`src/rtl/mult_div_unit_if.sv`:
```
// Start/busy request bus and HI/LO write-port bundle for mult_div_unit.
// The master side issues requests; the slave side is the unit itself.
interface mult_div_unit_if;
   logic        start;
   logic [2:0]  op;
   logic [31:0] operand_a;
   logic [31:0] operand_b;
   logic        busy;
   logic        HI_write_enable;
   logic        LO_write_enable;
   logic [31:0] HI_write_data;
   logic [31:0] LO_write_data;

   modport master (
      output start, op, operand_a, operand_b,
      input  busy, HI_write_enable, LO_write_enable, HI_write_data, LO_write_data
   );

   modport slave (
      input  start, op, operand_a, operand_b,
      output busy, HI_write_enable, LO_write_enable, HI_write_data, LO_write_data
   );
endinterface

```
`src/rtl/mult_div_unit.sv`:
```
// Iterative MIPS multiply/divide unit: shift-add multiply, restoring divide, MTHI/MTLO.
// Optional divider datapath is compiled in when MULT_DIV_DIVIDE_EN is defined.
module mult_div_unit #(
   parameter int unsigned ITER_CYCLES = 32
) (
   input  logic           clk,
   input  logic           reset,
   mult_div_unit_if.slave bus
);
   localparam int unsigned CNT_W = $clog2(ITER_CYCLES);
   localparam logic [CNT_W-1:0] CNT_LAST = CNT_W'(ITER_CYCLES - 1);

   typedef enum logic [1:0] {IDLE, ITER, FIX, DONE} state_e;
   typedef enum logic [2:0] {
      OP_MULT = 3'd0, OP_MULTU = 3'd1, OP_DIV = 3'd2,
      OP_DIVU = 3'd3, OP_MTHI = 3'd4, OP_MTLO = 3'd5
   } op_e;

   state_e           state_q, state_d;
   logic [CNT_W-1:0] cnt_q, cnt_d;
   logic [2:0]       op_q, op_d;
   logic [31:0]      a_q, a_d;
   logic [31:0]      b_q, b_d;
   logic             sa_q, sa_d;
   logic             sb_q, sb_d;
   logic [63:0]      acc_q, acc_d;
   logic [31:0]      hi_q, hi_d;
   logic [31:0]      lo_q, lo_d;

   logic             signed_op;
   logic [32:0]      mul_sum;
   logic [63:0]      mul_prod;

   assign signed_op = (bus.op == OP_MULT) || (bus.op == OP_DIV);
   assign mul_sum   = {1'b0, acc_q[63:32]} + {1'b0, (b_q[0] ? a_q : 32'd0)};
   assign mul_prod  = (sa_q ^ sb_q) ? (~acc_q + 64'd1) : acc_q;

`ifdef MULT_DIV_DIVIDE_EN
   logic [32:0] rem_q, rem_d;
   logic        is_div;
   logic [33:0] div_sh;
   logic [33:0] div_diff;
   logic [31:0] div_quo;
   logic [31:0] div_rem;

   assign is_div   = (op_q == OP_DIV) || (op_q == OP_DIVU);
   assign div_sh   = {rem_q, a_q[31]};
   assign div_diff = div_sh - {2'b00, b_q};
   // A zero divisor naturally leaves |a| in the remainder; only the quotient needs forcing.
   assign div_quo  = (b_q == 32'd0) ? '1 : ((sa_q ^ sb_q) ? (~a_q + 32'd1) : a_q);
   assign div_rem  = sa_q ? (~rem_q[31:0] + 32'd1) : rem_q[31:0];
`endif

   always_ff @(posedge clk or posedge reset) begin
      if (reset) state_q <= IDLE;
      else       state_q <= state_d;
   end

   always_comb begin
      state_d = state_q;
      unique case (state_q)
         IDLE: begin
            if (bus.start) begin
               case (bus.op)
                  OP_MULT, OP_MULTU: state_d = ITER;
`ifdef MULT_DIV_DIVIDE_EN
                  OP_DIV, OP_DIVU:   state_d = ITER;
`else
                  OP_DIV, OP_DIVU:   state_d = DONE;
`endif
                  OP_MTHI, OP_MTLO:  state_d = DONE;
                  default:           state_d = IDLE;
               endcase
            end
         end
         ITER:    if (cnt_q == CNT_LAST) state_d = FIX;
         FIX:     state_d = DONE;
         DONE:    state_d = IDLE;
         default: state_d = IDLE;
      endcase
   end

   always_comb begin
      bus.busy            = (state_q != IDLE);
      bus.HI_write_enable = 1'b0;
      bus.LO_write_enable = 1'b0;
      if (state_q == DONE) begin
         bus.HI_write_enable = (op_q != OP_MTLO);
         bus.LO_write_enable = (op_q != OP_MTHI);
      end
   end

   assign bus.HI_write_data = hi_q;
   assign bus.LO_write_data = lo_q;

   always_comb begin
      cnt_d = cnt_q;
      op_d  = op_q;
      a_d   = a_q;
      b_d   = b_q;
      sa_d  = sa_q;
      sb_d  = sb_q;
      acc_d = acc_q;
      hi_d  = hi_q;
      lo_d  = lo_q;
`ifdef MULT_DIV_DIVIDE_EN
      rem_d = rem_q;
`endif
      unique case (state_q)
         IDLE: begin
            if (bus.start && (bus.op <= OP_DIVU)) begin
               op_d  = bus.op;
               sa_d  = signed_op & bus.operand_a[31];
               sb_d  = signed_op & bus.operand_b[31];
               a_d   = (signed_op && bus.operand_a[31]) ? (~bus.operand_a + 32'd1) : bus.operand_a;
               b_d   = (signed_op && bus.operand_b[31]) ? (~bus.operand_b + 32'd1) : bus.operand_b;
               acc_d = '0;
               cnt_d = '0;
`ifdef MULT_DIV_DIVIDE_EN
               rem_d = '0;
`else
               if (bus.op >= OP_DIV) begin
                  hi_d = '0;
                  lo_d = '0;
               end
`endif
            end else if (bus.start && (bus.op == OP_MTHI)) begin
               op_d = bus.op;
               hi_d = bus.operand_a;
            end else if (bus.start && (bus.op == OP_MTLO)) begin
               op_d = bus.op;
               lo_d = bus.operand_a;
            end
         end
         ITER: begin
            cnt_d = cnt_q + CNT_W'(1);
`ifdef MULT_DIV_DIVIDE_EN
            if (is_div) begin
               // a_q shifts dividend bits out the top and quotient bits in at the bottom.
               if (!div_diff[33]) begin
                  rem_d = div_diff[32:0];
                  a_d   = {a_q[30:0], 1'b1};
               end else begin
                  rem_d = div_sh[32:0];
                  a_d   = {a_q[30:0], 1'b0};
               end
            end else begin
               acc_d = {mul_sum, acc_q[31:1]};
               b_d   = {1'b0, b_q[31:1]};
            end
`else
            acc_d = {mul_sum, acc_q[31:1]};
            b_d   = {1'b0, b_q[31:1]};
`endif
         end
         FIX: begin
`ifdef MULT_DIV_DIVIDE_EN
            if (is_div) begin
               hi_d = div_rem;
               lo_d = div_quo;
            end else begin
               hi_d = mul_prod[63:32];
               lo_d = mul_prod[31:0];
            end
`else
            hi_d = mul_prod[63:32];
            lo_d = mul_prod[31:0];
`endif
         end
         DONE:    ;
         default: ;
      endcase
   end

   always_ff @(posedge clk or posedge reset) begin
      if (reset) begin
         cnt_q <= '0;
         op_q  <= '0;
         a_q   <= '0;
         b_q   <= '0;
         sa_q  <= 1'b0;
         sb_q  <= 1'b0;
         acc_q <= '0;
         hi_q  <= '0;
         lo_q  <= '0;
`ifdef MULT_DIV_DIVIDE_EN
         rem_q <= '0;
`endif
      end else begin
         cnt_q <= cnt_d;
         op_q  <= op_d;
         a_q   <= a_d;
         b_q   <= b_d;
         sa_q  <= sa_d;
         sb_q  <= sb_d;
         acc_q <= acc_d;
         hi_q  <= hi_d;
         lo_q  <= lo_d;
`ifdef MULT_DIV_DIVIDE_EN
         rem_q <= rem_d;
`endif
      end
   end
endmodule
```
`src/flat_wrapper.sv`:
```
// flat-port wrapper written by rule: the top's interface ports become plain ports
module mult_div_unit_flat 
#(
   parameter int unsigned ITER_CYCLES = 32
)
  (clk, reset, bus_start, bus_op, bus_operand_a, bus_operand_b, bus_busy, bus_HI_write_enable, bus_LO_write_enable, bus_HI_write_data, bus_LO_write_data);
  mult_div_unit_if bus_i ();
  input  logic clk;
  input  logic reset;
  input wire logic [$bits(bus_i.start)-1:0] bus_start;
  input wire logic [$bits(bus_i.op)-1:0] bus_op;
  input wire logic [$bits(bus_i.operand_a)-1:0] bus_operand_a;
  input wire logic [$bits(bus_i.operand_b)-1:0] bus_operand_b;
  output wire logic [$bits(bus_i.busy)-1:0] bus_busy;
  output wire logic [$bits(bus_i.HI_write_enable)-1:0] bus_HI_write_enable;
  output wire logic [$bits(bus_i.LO_write_enable)-1:0] bus_LO_write_enable;
  output wire logic [$bits(bus_i.HI_write_data)-1:0] bus_HI_write_data;
  output wire logic [$bits(bus_i.LO_write_data)-1:0] bus_LO_write_data;
  assign bus_i.start = bus_start;
  assign bus_i.op = bus_op;
  assign bus_i.operand_a = bus_operand_a;
  assign bus_i.operand_b = bus_operand_b;
  assign bus_busy = bus_i.busy;
  assign bus_HI_write_enable = bus_i.HI_write_enable;
  assign bus_LO_write_enable = bus_i.LO_write_enable;
  assign bus_HI_write_data = bus_i.HI_write_data;
  assign bus_LO_write_data = bus_i.LO_write_data;
  mult_div_unit #(.ITER_CYCLES(ITER_CYCLES)) u_core (.clk(clk), .reset(reset), .bus(bus_i));
endmodule
```
`config.mk`:
```
export PLATFORM = sky130hd
export DESIGN_NAME = mult_div_unit_flat
export DESIGN_NICKNAME = d
export VERILOG_FILES = /design/src/rtl/mult_div_unit_if.sv /design/src/rtl/mult_div_unit.sv /design/src/flat_wrapper.sv
export SDC_FILE = /design/constraint.sdc
export NUM_CORES = 1
export LEC_CHECK = 0
export CAP_MARGIN = 20
export CORE_ASPECT_RATIO = 0.5
export CORE_MARGIN = 8
export CORE_UTILIZATION = 35
export DETAILED_ROUTE_END_ITERATION = 12
export PLACE_DENSITY = 0.66
export SYNTH_ARGS = -nofsm -noshare
export SYNTH_HDL_FRONTEND = slang
export SYNTH_SLANG_ARGS = --single-unit
```
`constraint.sdc`:
```
create_clock -name clk -period 5.9 [get_ports clk]
set_input_delay 0.59 -clock clk [delete_from_list [all_inputs] [get_ports clk]]
set_output_delay 0.59 -clock clk [all_outputs]
set_load 0.02 [all_outputs]
```
---- Word-level counts from Yosys, hierarchy flattened ----
Cells that the tools add are included.
storage, ports and cells
  flip-flop bits (word level) ............. 204
  bits in writable memories ............... 0
  word-level logic and storage cells ...... 88
  output and inout port bits .............. 67
  latch bits .............................. 0
  ROM bits ................................ 0
  input bits .............................. 70
  memories kept ........................... 0
cells by class
  divide/modulo/power cells ............... 0
  magnitude comparators ................... 2
  multipliers ............................. 0
  muxes and demuxes ....................... 27
  shift-type cells ........................ 0
  bitwise gates (word level) .............. 6
  reductions and logical operators ........ 20
  add/subtract/negate cells ............... 5
  equal/unequal tests ..................... 18
operators with widths
  operator                                               count
  2-to-1 mux 32 bit                                      10
  case mux 32 bit (2 select lines)                       3
  2-to-1 mux 64 bit                                      2
  case mux 64 bit (2 select lines)                       1
  adder 32 x 1 -> 32 bit, second input constant          2
  adder 64 x 1 -> 64 bit, second input constant          1
  inverter 32 bit                                        2
  inverter 64 bit                                        1
  adder 32 x 32 -> 33 bit                                1
  case mux 5 bit (2 select lines)                        1
  2-to-1 mux 3 bit                                       3
  inequality test 3 bit, second input constant           3
  case mux 2 bit (4 select lines)                        1
  AND reduction 2 bit                                    4
  equality test 3 x 2 -> 1 bit, second input constant    2
  equality test 3 bit, second input constant             2
  inequality test 3 x 1 -> 1 bit, second input constant  2
  nonzero test 2 bit                                     3
  adder 5 x 1 -> 5 bit, second input constant            1
  equality test 5 bit, second input constant             1
  logical AND 1 bit                                      5
  2-to-1 mux 5 bit                                       1
  equality test 2 bit, second input constant             2
  2-to-1 mux 2 bit                                       2
  19 further kinds                                       22

---- Logic depth before layout (Yosys ltp) ----
Gate-level depths: netlist of the first run.
  word-level depth ........................ 6
  depth in mapped cells ................... 12
  gate-level depth less buffers ........... 12

---- Worst setup path after synthesis of the first run ----
Ideal clock, no wire load.
  path type ............................... input -> register
  start ................................... input bus_operand_a[12]
  end ..................................... register u_core.a_q[30]
  library setup time ...................... 135 ps
  required time ........................... 5765 ps
  arrival time ............................ 2592 ps
  path buffers ............................ 1
  stages .................................. 8
  path slack .............................. 3173 ps
  path through ............................ or3_1 -> or4_1 -> clkbuf_1 -> nor4_1 -> nand2_1 -> o41ai_1 -> xor2_1 -> o21ai_0
between the ends
  longest elaborated chain between the ends .. 3
ends and longest elaborated chain
  item                    RTL line              source
  start: declaration      flat_wrapper.sv:12    input wire logic [$bits(bus_i.operand_a)-1:0] bus_operand_a;
  inverter 32 bit         mult_div_unit.sv:115  a_d = (signed_op && bus.operand_a[31]) ? (~bus.operand_a + 32'd1) : bus.operand_a;
  adder 32 x 1 -> 32 bit  mult_div_unit.sv:115
  2-to-1 mux 32 bit       mult_div_unit.sv:115
  end signal: assignment  mult_div_unit.sv:179  a_q <= '0;
  end signal: assignment  mult_div_unit.sv:192  a_q <= a_d;
  end: declaration        mult_div_unit.sv:22   logic [31:0] a_q, a_d;
Every way passes these cells.
A chain may end at the register's enable or synchronous reset.

---- Final worst setup path of the first run ----
  start ................................... register u_core.b_q[0]
  end ..................................... register u_core.acc_q[59]
between the ends
  longest elaborated chain between the ends .. 3
ends and longest elaborated chain
  item                              RTL line              source
  start: declaration                mult_div_unit.sv:23   logic [31:0] b_q, b_d;
  start signal: assignment          mult_div_unit.sv:180  b_q <= '0;
  start signal: assignment          mult_div_unit.sv:193  b_q <= b_d;
  2-to-1 mux 32 bit                 mult_div_unit.sv:35   assign mul_sum = {1'b0, acc_q[63:32]} + {1'b0, (b_q[0] ? a_q : 32'd0)};
  adder 32 x 32 -> 33 bit           mult_div_unit.sv:35
  case mux 64 bit (2 select lines)  mult_div_unit.sv:109  unique case (state_q)
  end signal: assignment            mult_div_unit.sv:183  acc_q <= '0;
  end signal: assignment            mult_div_unit.sv:196  acc_q <= acc_d;
  end: declaration                  mult_div_unit.sv:26   logic [63:0] acc_q, acc_d;
Every way passes these cells.

==> impl_metrics.toml, run 1 <==
[yosys]
synth_ff_type = "dfrtp_1"
yosysTopAreaCell = "dfrtp_1"
ys_types = 63
synthArstFlopShare = 1.00
syn_area_per_cell_sq_um = 8.42
ys_seq_area_frac = 0.401
synth_cells = 1511
synth-seq-cells = 204
ys_warn_count = 0
syn_nets = 1623
syn-cell-area_sq_mm = 0.0127
yosysTopAreaCellShare = 0.401
synthTopCellsByArea = "dfrtp_1, nand2_1, o21ai_0, xnor2_1, a21oi_1"
synth_edf_count = 0

[timing]
maxClockFrequency_ghz = 0.281
rsz0062_at_grt = "no"
slew_headroom = 0.298
hold_viol = 0
post-route-period-util = 0.603
drv_slew = 0
setup_viol = 0
fin_tns_setup_ns = 0
period_needed_ns = 3.56
fin_skew_ns = 0.0147
holdWs_ns = 0.331
worst_pin_slew_ns = 1.05

[clocking]
clk_latency_ns = 0.52
postCtsSetupBuffers = 0
cts_resized = 0
cts-buffers-inserted = 22
path_clk_slew_ns = 0.06
clock_path_buffers = 3
root_buffer = "clkbuf_16"
hold_buffers = 0
cts_tree = "yes"
clock-sinks = 204
htreeDepth = 1

[layout]
num_antenna_cells = 0
drive_gt1_frac = 0.0477
n_fill_cell = 3594
area_growth_pct = 20.6
layout.nets = 1710
layoutNonFillerInstCount = 2097

[placed_design]
place_congestion = 0.953
port_buffers = 136
dp.cells = 2057
post-dp-hpwl_microns = 29500

[critical_path]
worstPathRequired_ns = 6.28
path_class = "flop to flop"
startpoint_type = "flop"
cp_max_fo = 32
crit_arrival_ns = 3.94
endpoint_kind = "flop"

[floorplan]
die-area_sq_mm = 0.0431
dieHeight_microns = 151
die_w_microns = 286
io_pins = 137
start_util = 0.355
rows = 49
core_sq_mm = 0.0359

[min_path]
hold_path.class = "input pin to asynchronous set/reset pin"

[grt]
grt_start_max_net_pins = 122
antenna_found_initial = 0
grt_usage = 0.185
grt_overflow = 0
grt_pass1_wl_microns = 64400
grt_pass1_vias = 11100

[run_status]
outcome = "finished clean"

[route]
first_iter_violations = 1202
drc_errors = 0
drtAntennaViolNets = 0
firstDrtPassIters = 8
viasPerCell = 5.49
post_drt_wl_per_cell_microns = 19.5
wirelength_microns = 40900
via_count = 11500

[power]
clkPwrFrac = 0.177
p_leak_nw = 6.37
pwr-share-seq = 0.293
switching_share = 0.462
combinationalPowerShare = 0.530
max-vdd-ir-drop_uv = 307
powerDensity_mw_per_mm2 = 552
power_switching_w = 0.00391
intPower_w = 0.00455

[flow_run]
max-cap-violations = 0
==> sequential cells by signal (all words and copies together) (netlist names) <==
name and flops:
u_core.bus.HI_write_data 32, u_core.state_q 2, u_core.acc_q 64, u_core.sa_q 1
u_core.b_q 32, u_core.bus.LO_write_data 32, u_core.a_q 32, u_core.op_q 3
u_core.cnt_q 5, u_core.sb_q 1
==> synthesized netlist by cell type (all sizes together), types with 2 or more instances <==
cell    number
nor4        23
o211ai       4
nor2b        9
nand2b      11
mux2i        4
nor3        26
a22o        33
o41ai       14
and3         8
a211oi       2
a22oi       18
clkbuf      81
or4          8
or3         18
nor2       131
a21boi       6
o21bai       2
and2        39
xnor2       81
xor2        63
o221ai      10
nand3b       3
a31oi       41
or2          7
o31ai       25
nand4        6
a31o         2
ha          41
inv         25
dfrtp      204
o22ai       13
a21o         9
nand3       21
a32o         2
o21ai      163
buf          8
a21oi      119
nand2      216
==> final timing paths <==
path / from / endpoint / slack (ns) / cells past startpoint
max in group asynchronous: reset / u_core.acc_q[36] / 4.66 / 3
min in group clk: u_core.a_q[20] / u_core.a_q[20] / 0.48 / 2
max reg2reg: u_core.b_q[0] / u_core.acc_q[59] / 2.34 / 13
max: u_core.b_q[0] / u_core.acc_q[59] / 2.34 / 13
min reg2reg: u_core.a_q[20] / u_core.a_q[20] / 0.48 / 2
min: reset / u_core.bus.LO_write_data[19] / 0.33 / 2
==> worst max-delay path, stage by stage, from the launching register on <==
cell and delay [ns]:
dfrtp_1 0.34, buf_4 0.31, and2_1 0.18, ha_1 0.16, inv_1 0.06, fa_1 0.40
nor2b_1 0.16, o211ai_1 0.12, a31o_2 0.30, o21ai_1 0.53, a31oi_1 0.32, o21ai_0 0.29
xnor2_1 0.14, o21ai_0 0.08
==> power by group through the flow <==
stage | Sequential [W] | Combinational [W] | Clock (W)
floorplan | 0.00261 | 0.00276 | 0
global placement | 0.00248 | 0.00441 | 0
detailed placement | 0.00249 | 0.00446 | 0
CTS | 0.00248 | 0.00448 | 0.00152
global route | 0.00255 | 0.00491 | 0.00158
finish | 0.00248 | 0.00448 | 0.00150
==> cell type report <==
cell class              instances  area (sq um)  area share
inverters                      25          97.6     0.00636
flip-flops and latches        204          5100       0.333
clock inverters                10           153     0.00995
multi-input cells            1193          7260       0.473
repair buffers                152          1510      0.0982
well taps                     484           606      0.0395
clock buffers                  29           608      0.0397
==> cell usage in the layout (no fill, tap or decap), drive strengths merged, types with 4 or more instances in the layout <==
master,instances
or3,18
nand4,6
ha,41
and2,39
clkbuf,29
nor3,26
nand3,21
bufinv,4
nand2b,11
inv,24
or2,7
buf,16
xor2,63
dfrtp,204
xnor2,81
nor2,131
o21ai,163
a31oi,41
or4,8
and3,8
o221ai,10
o211ai,4
o41ai,14
o31ai,25
clkdlybuf4s50,136
a21oi,119
a21boi,6
nand2,216
o22ai,13
a21o,9
nor2b,9
nor4,23
clkinv,5
a22oi,18
a22o,33
mux2i,4
==> stage by stage <==
step	instance area [sq um]	setup WS, ns	power (W)	util
final	15300	2.34	0.00846	0.428
after global routing	15300	2.12	0.00904	0.428
after CTS	15300	2.40	0.00848	0.427
after detailed placement	14600	2.00	0.00695	0.406
after global placement	14600	1.95	0.00689	0.406
after floorplan	12700	2.67	0.00537	-
==> cells by family (layout without fill, tap and decap cells) <==
family	after synthesis	in the layout	share of synthesized area
and+or+nand+nor	529	529	0.192
AOI/OAI and AO/OA	474	474	0.228
DFF	204	204	0.401
xor gates and xnor gates	144	144	0.0992
buffers and inverters	114	216	0.0342
adders and majority gates	42	42	0.0419
muxes	4	4	0.00315
==> metal layers <==
| metal | GRT usage | up-vias | wire, microns |
|---|---|---|---|
| li1 | - | 5549 | - |
| met1 | 0.250 | 5552 | 17900 |
| met2 | 0.309 | 361 | 19300 |
| met3 | 0.0250 | 61 | 2400 |
| met4 | 0.0579 | 0 | 1290 |
| met5 | 0 | - | 0 |
Power figures use the tool's default switching activity.
==> inputs of run 2 (changes only) <==
--- a/config.mk
+++ b/config.mk
@@ -10,7 +10,7 @@
 export CORE_MARGIN = 8
 export CORE_UTILIZATION = 35
 export DETAILED_ROUTE_END_ITERATION = 12
-export PLACE_DENSITY = 0.66
+export PLACE_DENSITY = 0.64
 export SYNTH_ARGS = -nofsm -noshare
 export SYNTH_HDL_FRONTEND = slang
 export SYNTH_SLANG_ARGS = --single-unit
==> constraint.sdc (replaced) <==
create_clock -name clk -period 3.7 [get_ports clk]
set_input_delay 0.37 -clock clk [delete_from_list [all_inputs] [get_ports clk]]
set_output_delay 0.37 -clock clk [all_outputs]
set_load 0.02 [all_outputs]
==> run 2 against run 1 <==
Worst setup slack got worse by 1.8 ns. Clock power is 57% higher. Total power is 61% higher. First-iteration DRC count is 13% lower. Utilization grew 0.60 points. Combinational power is 63% higher.
==> impl_metrics.toml, run 2 (synthesized netlist as in run 1, its figures left out) <==
[power]
p_leak_nw = 6.51
powerDensity_mw_per_mm2 = 877
max-vdd-ir-drop_uv = 506

[layout]
n_fill_cell = 3533
fin_area_sq_mm = 0.0155
largest_register = "u_core.acc_q"
largest_reg_flops = 64
multi_input_area_sq_mm = 0.00725
area_growth_pct = 22.3
drive_gt1_frac = 0.0641
regArea_sq_mm = 0.00510
mostFrequentLayoutCell = "nand2_1"
layout.nets = 1736
final_cell_mix = "nand2_1, dfrtp_1, o21ai_0, clkdlybuf4s50_1, nor2_1"
num_antenna_cells = 0
layoutNonFillerInstCount = 2123

[floorplan]
die_w_microns = 286
start_util = 0.355
rows = 49
io_pins = 137
dieHeight_microns = 151
core_sq_mm = 0.0359
die-area_sq_mm = 0.0431

[route]
viasPerCell = 5.47
drc_errors = 0
firstDrtPassIters = 5
wirelength_microns = 41300
first_iter_violations = 1049
drtAntennaViolNets = 0
post_drt_wl_per_cell_microns = 19.4
via_count = 11600

[placed_design]
place_area_sq_mm = 0.0148
place_congestion = 0.955
port_buffers = 136
post-dp-hpwl_microns = 30800
dp.cells = 2083

[grt]
grt_overflow = 0
grt_usage = 0.187
grt_pass1_vias = 11200
antenna_found_initial = 0
grt_pass1_wl_microns = 65100
grt_start_max_net_pins = 113

[timing]
fin_skew_ns = 0.0261
fin_tns_setup_ns = 0
post-route-period-util = 0.855
maxClockFrequency_ghz = 0.316
period_needed_ns = 3.16
holdWs_ns = 0.354
slew_headroom = 0.369
drv_slew = 0
hold_viol = 0
worst_pin_slew_ns = 0.944
setup_viol = 0
rsz0062_at_grt = "no"

[clocking]
htreeDepth = 1
root_buffer = "clkbuf_16"
clock_path_buffers = 3
postCtsSetupBuffers = 0
hold_buffers = 0
cts_resized = 0
cts_tree = "yes"
cts-buffers-inserted = 23
path_clk_slew_ns = 0.06
clk_latency_ns = 0.54
clock-sinks = 204

[critical_path]
endpoint_kind = "flop"
worstPathRequired_ns = 4.12
cp_max_fo = 32
startpoint_type = "flop"
path_class = "flop to flop"
crit_arrival_ns = 3.58

[run_status]
outcome = "finished clean"

[min_path]
hold_path.class = "input pin to asynchronous set/reset pin"

[flow_run]
max-cap-violations = 0
==> run 2: cell types whose count changed in the layout (fill, tap and decap cells not counted), sizes merged <==
cell | previous run | this run
buf | 16 | 41
clkinv | 5 | 4
inv | 24 | 26
clkbuf | 29 | 31
bufinv | 4 | 2
==> run 2: final cells by class <==
cell class,count,area share
clock buffers,31,0.0422
inverters,25,0.00628
repair buffers,177,0.111
clock inverters,9,0.00676
well taps,484,0.0389
multi-input cells,1193,0.466
flip-flops and latches,204,0.328
==> run 2: worst max-delay path, stage by stage (launching register included) <==
cell	delay, ns
dfrtp_1	0.34
buf_4	0.26
nand2_1	0.13
fa_1	0.44
nor2b_1	0.16
o211ai_1	0.12
a31o_2	0.30
o21ai_1	0.49
a31oi_1	0.30
o21ai_0	0.29
xnor2_1	0.15
o21ai_0	0.09
==> run 2: through the flow <==
stage | util | total power (W) | worst slack (ns)
after floorplan | - | 0.00856 | 0.686
after global placement | 0.412 | 0.0112 | 0.667
after detailed placement | 0.412 | 0.0113 | 0.557
after CTS | 0.434 | 0.0137 | 0.564
after global routing | 0.434 | 0.0146 | 0.272
final | 0.434 | 0.0136 | 0.538
==> run 2: final timing paths <==
| check | startpoint | endpoint | slack [ns] | depth (start not counted) |
|---|---|---|---|---|
| worst max register to register | u_core.b_q[0] | u_core.acc_q[59] | 0.54 | 11 |
| min in group clk | u_core.b_q[24] | u_core.b_q[24] | 0.47 | 2 |
| max in group asynchronous | reset | u_core.acc_q[38] | 2.64 | 3 |
| worst min-delay path | reset | u_core.bus.LO_write_data[20] | 0.35 | 2 |
| worst max-delay path | u_core.b_q[0] | u_core.acc_q[59] | 0.54 | 11 |
| worst min register to register | u_core.b_q[24] | u_core.b_q[24] | 0.47 | 2 |
==> run 2: report_power, final <==
part | leakage, nW | internal (W) | switching, W
combinational | 3.56 | 0.00278 | 0.00452
sequential | 2.57 | 0.00317 | 0.000805
clock | 0.376 | 0.00138 | 0.000976
==> run 2: routing by layer <==
metal  global-route usage  up-vias  wire length [microns]
met5                    0        -                      0
met4               0.0499        0                   1070
met3               0.0265       63                   1990
met2                0.314      338                  19200
met1                0.253     5609                  19000
li1                     -     5610                      -
